--- config.mk ---
export PLATFORM = sky130hd
export DESIGN_NAME = prog_clk_divider_flat
export DESIGN_NICKNAME = d
export VERILOG_FILES = /design/src/rtl/prog_div_pkg.sv /design/src/rtl/prog_div_if.sv /design/src/rtl/div_odd_phase.sv /design/src/rtl/prog_clk_divider.sv /design/src/flat_wrapper.sv
export SDC_FILE = /design/constraint.sdc
export NUM_CORES = 1
export LEC_CHECK = 0
export CAP_MARGIN = 20
export CORE_ASPECT_RATIO = 0.7
export CORE_MARGIN = 1
export CORE_UTILIZATION = 60
export DETAILED_ROUTE_END_ITERATION = 8
export GPL_TIMING_DRIVEN = 0
export PLACE_DENSITY = 0.84
export SYNTH_ARGS = -nofsm -noshare
export SYNTH_HDL_FRONTEND = slang
export SYNTH_SLANG_ARGS = --single-unit
--- constraint.sdc ---
create_clock -name clk -period 8.8 [get_ports clk]
set_input_delay 1.76 -clock clk [delete_from_list [all_inputs] [get_ports clk]]
set_output_delay 1.76 -clock clk [all_outputs]
set_load 0.005 [all_outputs]
--- src/rtl/prog_div_pkg.sv ---
// Shared types, defaults and ratio helpers for the programmable clock divider.
package prog_div_pkg;

    localparam int CNT_W_DEF       = 8;
    localparam int DEFAULT_DIV_DEF = 2;

    // Output path selection, derived from the active ratio.
    typedef enum logic [1:0] {
        MODE_EVEN,
        MODE_ODD,
        MODE_BYPASS
    } div_mode_e;

    // A requested ratio of zero is meaningless; treat it as divide-by-one.
    function automatic logic [31:0] clamp_ratio(input logic [31:0] ratio);
        return (ratio == 32'd0) ? 32'd1 : ratio;
    endfunction

    // Number of whole cycles pos_q stays high in one output period: ceil(N/2).
    function automatic logic [31:0] half_hi(input logic [31:0] n);
        return (n + 32'd1) >> 1;
    endfunction

endpackage

--- src/rtl/prog_div_if.sv ---
// Ratio request/acknowledge bus between a controller and the clock divider.
interface prog_div_if #(
    parameter int CNT_W = 8
);
    logic [CNT_W-1:0] div_ratio;
    logic             div_load;
    logic             div_ack;
    logic [CNT_W-1:0] cur_ratio;

    modport master (output div_ratio, div_load, input  div_ack, cur_ratio);
    modport slave  (input  div_ratio, div_load, output div_ack, cur_ratio);
endinterface

--- src/rtl/div_odd_phase.sv ---
// Half-cycle stage and output mux: negedge copy of pos_q for odd ratios,
// straight pos_q for even ratios, and the raw clock in divide-by-one mode.
module div_odd_phase
    import prog_div_pkg::*;
(
    input  logic      clk,
    input  logic      rst,
    input  logic      run_i,
    input  logic      pos_i,
    input  div_mode_e mode_i,
    output logic      clk_out_o
);

    logic neg_q;

    // Re-time pos_q onto the falling edge to get half-cycle resolution.
    // NOTE: sequential state uses non-blocking assignments so every flop samples pre-edge values.
    always_ff @(negedge clk) begin
        if (rst) begin
            neg_q <= 1'b0;
        end else begin
            neg_q <= pos_i;
        end
    end

    // Select the output waveform; everything is held low while in reset.
    // NOTE: the output gets a default before the case so no path leaves it unassigned (no latch).
    always_comb begin
        clk_out_o = 1'b0;
        unique case (mode_i)
            MODE_BYPASS: clk_out_o = clk & run_i;
            MODE_ODD:    clk_out_o = pos_i & neg_q;
            default:     clk_out_o = pos_i;
        endcase
        if (rst) begin
            clk_out_o = 1'b0;
        end
    end

endmodule

--- src/rtl/prog_clk_divider.sv ---
// Runtime-programmable integer clock divider with 50% duty for any ratio,
// glitch-free ratio switching at period boundaries and a per-period enable pulse.
module prog_clk_divider
    import prog_div_pkg::*;
#(
    parameter int CNT_W       = CNT_W_DEF,
    parameter int DEFAULT_DIV = DEFAULT_DIV_DEF
) (
    input  logic       clk,
    input  logic       rst,
    prog_div_if.slave  ctrl,
    output logic       clk_out,
    output logic       clk_en
);

    typedef logic [CNT_W-1:0] cnt_t;

    localparam cnt_t ONE      = cnt_t'(1);
    localparam cnt_t DEF_RATE = cnt_t'(DEFAULT_DIV);

    cnt_t      cnt_q, cnt_d;
    cnt_t      cur_q, cur_d;
    cnt_t      pend_q, pend_d;
    logic      pend_vld_q, pend_vld_d;
    logic      pos_q, pos_d;
    logic      en_q, en_d;
    logic      ack_q, ack_d;
    logic      run_q, run_d;

    logic      boundary;
    logic      apply;
    cnt_t      cnt_nxt;
    cnt_t      ratio_nxt;
    div_mode_e mode;

    // Next-state: period counter, ratio hand-over at the last cycle of a period, request capture.
    always_comb begin
        run_d      = 1'b1;
        boundary   = run_q && (cnt_q == (cur_q - ONE));
        apply      = boundary && pend_vld_q;
        ratio_nxt  = apply ? pend_q : cur_q;

        if (!run_q || boundary) begin
            cnt_nxt = '0;
        end else begin
            cnt_nxt = cnt_q + ONE;
        end

        cnt_d      = cnt_nxt;
        cur_d      = ratio_nxt;
        pos_d      = (32'(cnt_nxt) < half_hi(32'(ratio_nxt)));
        en_d       = (cnt_nxt == '0);
        ack_d      = apply;

        // A pending ratio consumed this edge is replaced by a request arriving on the same edge.
        pend_d     = pend_q;
        pend_vld_d = pend_vld_q && !apply;
        if (ctrl.div_load) begin
            pend_d     = cnt_t'(clamp_ratio(32'(ctrl.div_ratio)));
            pend_vld_d = 1'b1;
        end
    end

    // State registers; reset aborts the current period and drops any pending ratio.
    always_ff @(posedge clk) begin
        if (rst) begin
            run_q      <= 1'b0;
            cnt_q      <= '0;
            cur_q      <= DEF_RATE;
            pend_q     <= '0;
            pend_vld_q <= 1'b0;
            pos_q      <= 1'b0;
            en_q       <= 1'b0;
            ack_q      <= 1'b0;
        end else begin
            run_q      <= run_d;
            cnt_q      <= cnt_d;
            cur_q      <= cur_d;
            pend_q     <= pend_d;
            pend_vld_q <= pend_vld_d;
            pos_q      <= pos_d;
            en_q       <= en_d;
            ack_q      <= ack_d;
        end
    end

    // Output path follows the active ratio; it only changes at a period start.
    always_comb begin
        mode = MODE_EVEN;
        if (cur_q == ONE) begin
            mode = MODE_BYPASS;
        end else if (cur_q[0]) begin
            mode = MODE_ODD;
        end
    end

    div_odd_phase u_phase (
        .clk       (clk),
        .rst       (rst),
        .run_i     (run_q),
        .pos_i     (pos_q),
        .mode_i    (mode),
        .clk_out_o (clk_out)
    );

    assign clk_en         = en_q;
    assign ctrl.div_ack   = ack_q;
    assign ctrl.cur_ratio = cur_q;

endmodule

--- src/flat_wrapper.sv ---
// flat-port wrapper written by rule: the top's interface ports become plain ports
module prog_clk_divider_flat import prog_div_pkg::*;
#(
    parameter int CNT_W       = CNT_W_DEF,
    parameter int DEFAULT_DIV = DEFAULT_DIV_DEF
)
  (clk, rst, clk_out, clk_en, ctrl_div_ratio, ctrl_div_load, ctrl_div_ack, ctrl_cur_ratio);
  prog_div_if #(.CNT_W(CNT_W)) ctrl_i ();
  input  logic clk;
  input  logic rst;
  output logic clk_out;
  output logic clk_en;
  input wire logic [$bits(ctrl_i.div_ratio)-1:0] ctrl_div_ratio;
  input wire logic [$bits(ctrl_i.div_load)-1:0] ctrl_div_load;
  output wire logic [$bits(ctrl_i.div_ack)-1:0] ctrl_div_ack;
  output wire logic [$bits(ctrl_i.cur_ratio)-1:0] ctrl_cur_ratio;
  assign ctrl_i.div_ratio = ctrl_div_ratio;
  assign ctrl_i.div_load = ctrl_div_load;
  assign ctrl_div_ack = ctrl_i.div_ack;
  assign ctrl_cur_ratio = ctrl_i.cur_ratio;
  prog_clk_divider #(.CNT_W(CNT_W), .DEFAULT_DIV(DEFAULT_DIV)) u_core (.clk(clk), .rst(rst), .ctrl(ctrl_i), .clk_out(clk_out), .clk_en(clk_en));
endmodule
==> summary.md, run 1 <==
| Metric | Value |
|---|---|
| Outcome | `finished clean` |
| Slew Limit Fails | `0` |
| Largest net degree at the start of global routing | `11` |
| Std-Cell Rows | `16` |
| Setup violations, final | `0` |
| Starting DRC count in detailed routing | `191` |
| WS Path Type | `reg2out` |
| Final wirelength | `4.82 mm` |
| Syn Inst Count | `233` |
| GRT overflow | `0` |
| Crit end category | `output port` |
| Worst-Margin Slew | `0.642 ns` |
| Syn Area/Cell | `8.37 µm²` |
| Setup TNS | `0 ns` |
| Total GRT Usage | `0.320` |
| Req. time, crit path | `7.04 ns` |
| Post-DP HPWL | `3.47 mm` |
| Worst Path Max Fanout | `1` |
| Startpoint types | `flip-flop` |
| Boundary Pins | `22` |
| Number of synthesized register bits | `30` |
| Vias in the first global route | `1,663` |
| Critical path arrival | `6.03 ns` |
| Final hold viol count | `0` |
| Ys Warns | `0` |
| Placed Cells | `289` |
| DP Worst Slack | `1.41 ns` |
| Largest cells by area after synthesis | `dfxtp_1, xor2_1, nor2_1` |
| Max_cap viols | `0` |
| Share of layout cells above drive strength 1 | `0.110` |
| Setup bufs post-CTS | `0` |
| Clock latency on the worst-skew pair | `0.46 ns` |
| # diodes | `0` |
| Die Span Y | `49.7 µm` |
| Post-Layout Cell Count | `300` |
| DR pass1 iterations | `4` |
| Antenna Nets Post-Route | `0` |
| Leading area contributor after synthesis | `dfxtp_1` |
| Die width | `70.1 µm` |
| Fin nets | `285` |
| CTS tree | `yes` |
| Post-synthesis sequential area ratio | `0.308` |
| Synth top area share | `0.308` |
| PortBufs | `20` |
| Clock transition at path regs | `0.06 ns` |
| Post-synth top cells | `nor2_1, dfxtp_1, xor2_1, nand2_1` |
| Resize count post-CTS | `0` |
| Post-synth ARST share | `0` |
| First-pass GRT wire length | `8.14 mm` |
| CTS Hold Bufs | `0` |
| Post-synth EDFFs | `0` |
| Fillers | `222` |
| RSZ-0062 raised after global routing | `false` |
| Clock Skew | `0.0691 ns` |
| Starting Density | `0.662` |
| Leak pwr | `0.00102 µW` |
| Pwr dens | `147 mW/mm²` |
| Most used flip-flop cell after synthesis | `dfxtp_1` |
| GPL Wtd Cong | `0.855` |
| Final WS setup | `1.01 ns` |
| Slew HR | `0.572` |
| Syn-to-layout area delta | `19.8%` |
| Wire length per cell | `16.1 µm` |
| Hold Crit Class | `reg2reg` |
| Core region area | `0.00294 mm²` |
| Vias | `1,765` |
| Worst VDD drop | `0.142 mV` |
| Initial antenna violation count | `0` |
| Final core occ | `0.794` |
| Top-count cell post-synth | `nor2_1` |
| Hold Slack | `0.508 ns` |
| Area of the mapped netlist | `0.00195 mm²` |
| Via/cell ratio | `5.88` |
| DRC | `0` |
| Cell variety after synth | `43` |
| Syn nets | `255` |
| Full die area | `0.00348 mm²` |
-- layout make-up --
cell class                      instances  area, µm²  share of cell area
Multi-Input combinational cell        183       1240               0.532
Sequential cell                        30        601               0.257
Timing Repair Buffer                   19        190              0.0814
Clock buffer                           11        148              0.0632
Buffer                                 15       87.6              0.0375
Tap cell                               36       45.0              0.0193
Inverter                                4       15.0             0.00643
Clock inverter                          2       7.51             0.00321
-- metrics by stage --
step,instance area (µm²),total power [µW]
after global placement,2190,185
after CTS,2340,345
after detailed placement,2190,186
after floorplan,1950,172
after global routing,2340,358
final,2340,343
-- registers in the layout (all words and copies together) (netlist names) --
register / count
u_core.cnt_q: 8
u_core.ctrl.cur_ratio: 8
u_core.pend_q: 8
u_core.clk_en: 1
u_core.ctrl.div_ack: 1
u_core.pend_vld_q: 1
u_core.pos_q: 1
u_core.run_q: 1
u_core.u_phase.neg_q: 1
-- worst max-delay path, stage by stage, from the launching register on --
cell             delay (ns)
dfxtp_1                0.28
o21ai_0                0.16
nor2_1                 0.06
a31oi_1                0.16
nor2_1                 0.06
clkdlybuf4s50_1        0.45
-- layout by cell type, fill, tap and decap left out, drive strengths merged, types with 3 or more instances in the layout --
cell           netlist  routed
a21oi                3       3
a31oi                4       4
buf                 11      11
clkbuf               4      14
clkdlybuf4s50        0      20
dfxtp               30      30
ha                  11      11
inv                  5       5
mux2                 3       3
mux2i               13      13
nand2               15      15
nand3               13      13
nand4                6       6
nor2                39      39
nor2b                3       3
nor3                 8       8
nor4                 3       3
o21ai               10      10
xnor2               11      11
xor2                20      20
-- cell families after synthesis --
family                   after synthesis  share of synthesized area
AO/OA/AOI/OAI                         28                     0.0937
XOR/XNOR                              31                      0.139
adder cells (fa/ha/maj)               11                     0.0706
buffers and inverters                 20                     0.0546
flip-flops                            30                      0.308
multiplexers                          16                     0.0879
AND/OR/NAND/NOR                       97                      0.246
-- layer usage --
metal,vias up,GRT usage,part of all wire,wire [µm]
met3,13,0.125,0.082,396
met1,825,0.412,0.47,2290
li1,860,-,-,-
met4,0,0.170,0.020,95
met2,67,0.462,0.42,2040
met5,-,0,0,0
-- worst paths after layout --
kind | startpoint | end | slack, ns | cells after the start
hold / removal | u_core.pend_vld_q | u_core.ctrl.div_ack | 0.51 | 1
hold reg to reg | u_core.pend_vld_q | u_core.ctrl.div_ack | 0.51 | 1
setup / recovery | u_core.u_phase.neg_q | clk_out | 1.01 | 5
setup reg to reg | u_core.pos_q | u_core.u_phase.neg_q | 3.91 | 1
-- power by group --
group	leakage (µW)	internal [µW]	switching [µW]
combinational	0.000693	16.7	17.8
sequential	0.000245	141	5.46
clock	0.0000855	101	61.7
(Power assumes the default switching activity.)
==> inputs of run 2 (changes only) <==
--- a/config.mk
+++ b/config.mk
@@ -5,10 +5,10 @@
 export SDC_FILE = /design/constraint.sdc
 export NUM_CORES = 1
 export LEC_CHECK = 0
-export CAP_MARGIN = 20
 export CORE_ASPECT_RATIO = 0.7
 export CORE_MARGIN = 1
 export CORE_UTILIZATION = 60
+export CTS_CLUSTER_SIZE = 24
 export DETAILED_ROUTE_END_ITERATION = 8
 export GPL_TIMING_DRIVEN = 0
 export PLACE_DENSITY = 0.84
==> results of run 2 <==
The final DEF is identical to that of run 1; final timing and power are the same.
==> inputs of run 3 (changes only) <==
--- a/config.mk
+++ b/config.mk
@@ -5,8 +5,9 @@
 export SDC_FILE = /design/constraint.sdc
 export NUM_CORES = 1
 export LEC_CHECK = 0
+export ABC_CLOCK_PERIOD_IN_PS = 8800
 export CORE_ASPECT_RATIO = 0.7
-export CORE_MARGIN = 1
+export CORE_MARGIN = 4
 export CORE_UTILIZATION = 60
 export CTS_CLUSTER_SIZE = 24
 export DETAILED_ROUTE_END_ITERATION = 8
==> summary.md, run 3 (synthesis results as in run 1) <==
| Metric | Value |
|---|---|
| GRT overflow | `0 (unchanged)` |
| CTS tree | `yes (unchanged)` |
| Outcome | `finished clean (unchanged)` |
| Clock transition at path regs | `0.06 ns (about the same)` |
| First-pass GRT wire length | `7.78 mm (was 8.14 mm)` |
| Post-Layout Cell Count | `302 (was 300)` |
| Setup violations, final | `0 (unchanged)` |
| Startpoint types | `flip-flop (unchanged)` |
| Slew Limit Fails | `0 (unchanged)` |
| Leak pwr | `0.00102 µW (unchanged)` |
| Final core occ | `0.748 (was 0.794)` |
| Wire length per cell | `14.9 µm (was 16.1 µm)` |
| Max_cap viols | `0 (unchanged)` |
| Std-Cell Rows | `17 (was 16)` |
| Die Span Y | `55.7 µm (was 49.7 µm)` |
| Slew HR | `0.573 (was 0.572)` |
| Vias | `1,714 (was 1,765)` |
| DP Worst Slack | `1.45 ns (was 1.41 ns)` |
| CTS Hold Bufs | `0 (unchanged)` |
| Resize count post-CTS | `0 (unchanged)` |
| Clock latency on the worst-skew pair | `0.46 ns (about the same)` |
| Hold Crit Class | `reg2reg (unchanged)` |
| RSZ-0062 raised after global routing | `false (unchanged)` |
| Syn-to-layout area delta | `20.0% (was 19.8%)` |
| Total GRT Usage | `0.237 (was 0.320)` |
| Share of layout cells above drive strength 1 | `0.110 (unchanged)` |
| Critical path arrival | `5.99 ns (was 6.03 ns)` |
| Crit end category | `output port (unchanged)` |
| Final WS setup | `1.05 ns (was 1.01 ns)` |
| Antenna Nets Post-Route | `0 (unchanged)` |
| Setup bufs post-CTS | `0 (unchanged)` |
| # diodes | `0 (unchanged)` |
| Boundary Pins | `22 (unchanged)` |
| Worst Path Max Fanout | `1 (unchanged)` |
| Core region area | `0.00313 mm² (was 0.00294 mm²)` |
| Initial antenna violation count | `0 (unchanged)` |
| Clock Skew | `0.0710 ns (was 0.0691 ns)` |
| Worst VDD drop | `0.120 mV (was 0.142 mV)` |
| Req. time, crit path | `7.04 ns (about the same)` |
| Pwr dens | `146 mW/mm² (was 147 mW/mm²)` |
| Worst-Margin Slew | `0.641 ns (was 0.642 ns)` |
| DR pass1 iterations | `6 (was 4)` |
| Largest net degree at the start of global routing | `11 (unchanged)` |
| DRC | `0 (unchanged)` |
| Setup TNS | `0 ns (unchanged)` |
| Die width | `76.1 µm (was 70.1 µm)` |
| Final wirelength | `4.50 mm (was 4.82 mm)` |
| Most frequent cells in the layout | `nor2_1, dfxtp_1, xor2_1, clkdlybuf4s50_1, nand2_1 (unchanged)` |
| Via/cell ratio | `5.68 (was 5.88)` |
| Starting DRC count in detailed routing | `181 (was 191)` |
| GPL Wtd Cong | `0.850 (was 0.855)` |
| Hold Slack | `0.498 ns (was 0.508 ns)` |
| WS Path Type | `reg2out (unchanged)` |
| Vias in the first global route | `1,660 (was 1,663)` |
| Final hold viol count | `0 (unchanged)` |
| PortBufs | `20 (unchanged)` |
| Full die area | `0.00424 mm² (was 0.00348 mm²)` |
| Placed Cells | `291 (was 289)` |
| Starting Density | `0.623 (was 0.662)` |
| Post-DP HPWL | `3.21 mm (was 3.47 mm)` |
| Fin nets | `285 (unchanged)` |
| Most common cell after layout, fill and taps aside | `nor2_1 (unchanged)` |
-- run 3: layer usage --
| metal | vias up | track usage | wire length, µm |
|---|---|---|---|
| li1 | 862 | - | - |
| met1 | 788 | 0.325 | 2200 |
| met2 | 52 | 0.309 | 1840 |
| met3 | 12 | 0.0890 | 356 |
| met4 | 0 | 0.145 | 95 |
| met5 | - | 0 | 0 |
-- run 3: worst paths after layout --
kind                                           start              endpoint  slack [ns]  depth (start not counted)
worst max-delay path            u_core.u_phase.neg_q               clk_out        1.05                          5
worst min-delay path               u_core.pend_vld_q   u_core.ctrl.div_ack        0.50                          1
worst max register to register          u_core.pos_q  u_core.u_phase.neg_q        3.92                          1
worst min register to register     u_core.pend_vld_q   u_core.ctrl.div_ack        0.50                          1
-- run 3: power breakdown --
part	switching, µW	total (µW)	internal [µW]	leakage [µW]
logic	17.4	34.0	16.6	0.000693
registers	5.15	146	141	0.000245
clock network	60.1	161	101	0.0000855
-- run 3: critical path, cell delays in order (launching register included) --
cell             delay (ns)
dfxtp_1                0.29
o21ai_0                0.15
nor2_1                 0.05
a31oi_1                0.13
nor2_1                 0.05
clkdlybuf4s50_1        0.46
-- run 3: stage by stage --
step	total power (µW)	instance area [µm²]
final	341	2340
after global placement	185	2200
after CTS	346	2340
after global routing	359	2340
after detailed placement	185	2200
after floorplan	172	1950
-- run 3: final cells by class --
cell class / count / area [µm²]
flip-flops and latches: 30 / 601
inverters: 4 / 15.0
multi-input cells: 183 / 1240
repair buffers: 19 / 190
clock inverters: 2 / 7.51
plain buffers: 15 / 87.6
fillers: 249 / 788
well taps: 38 / 47.5
clock buffers: 11 / 148
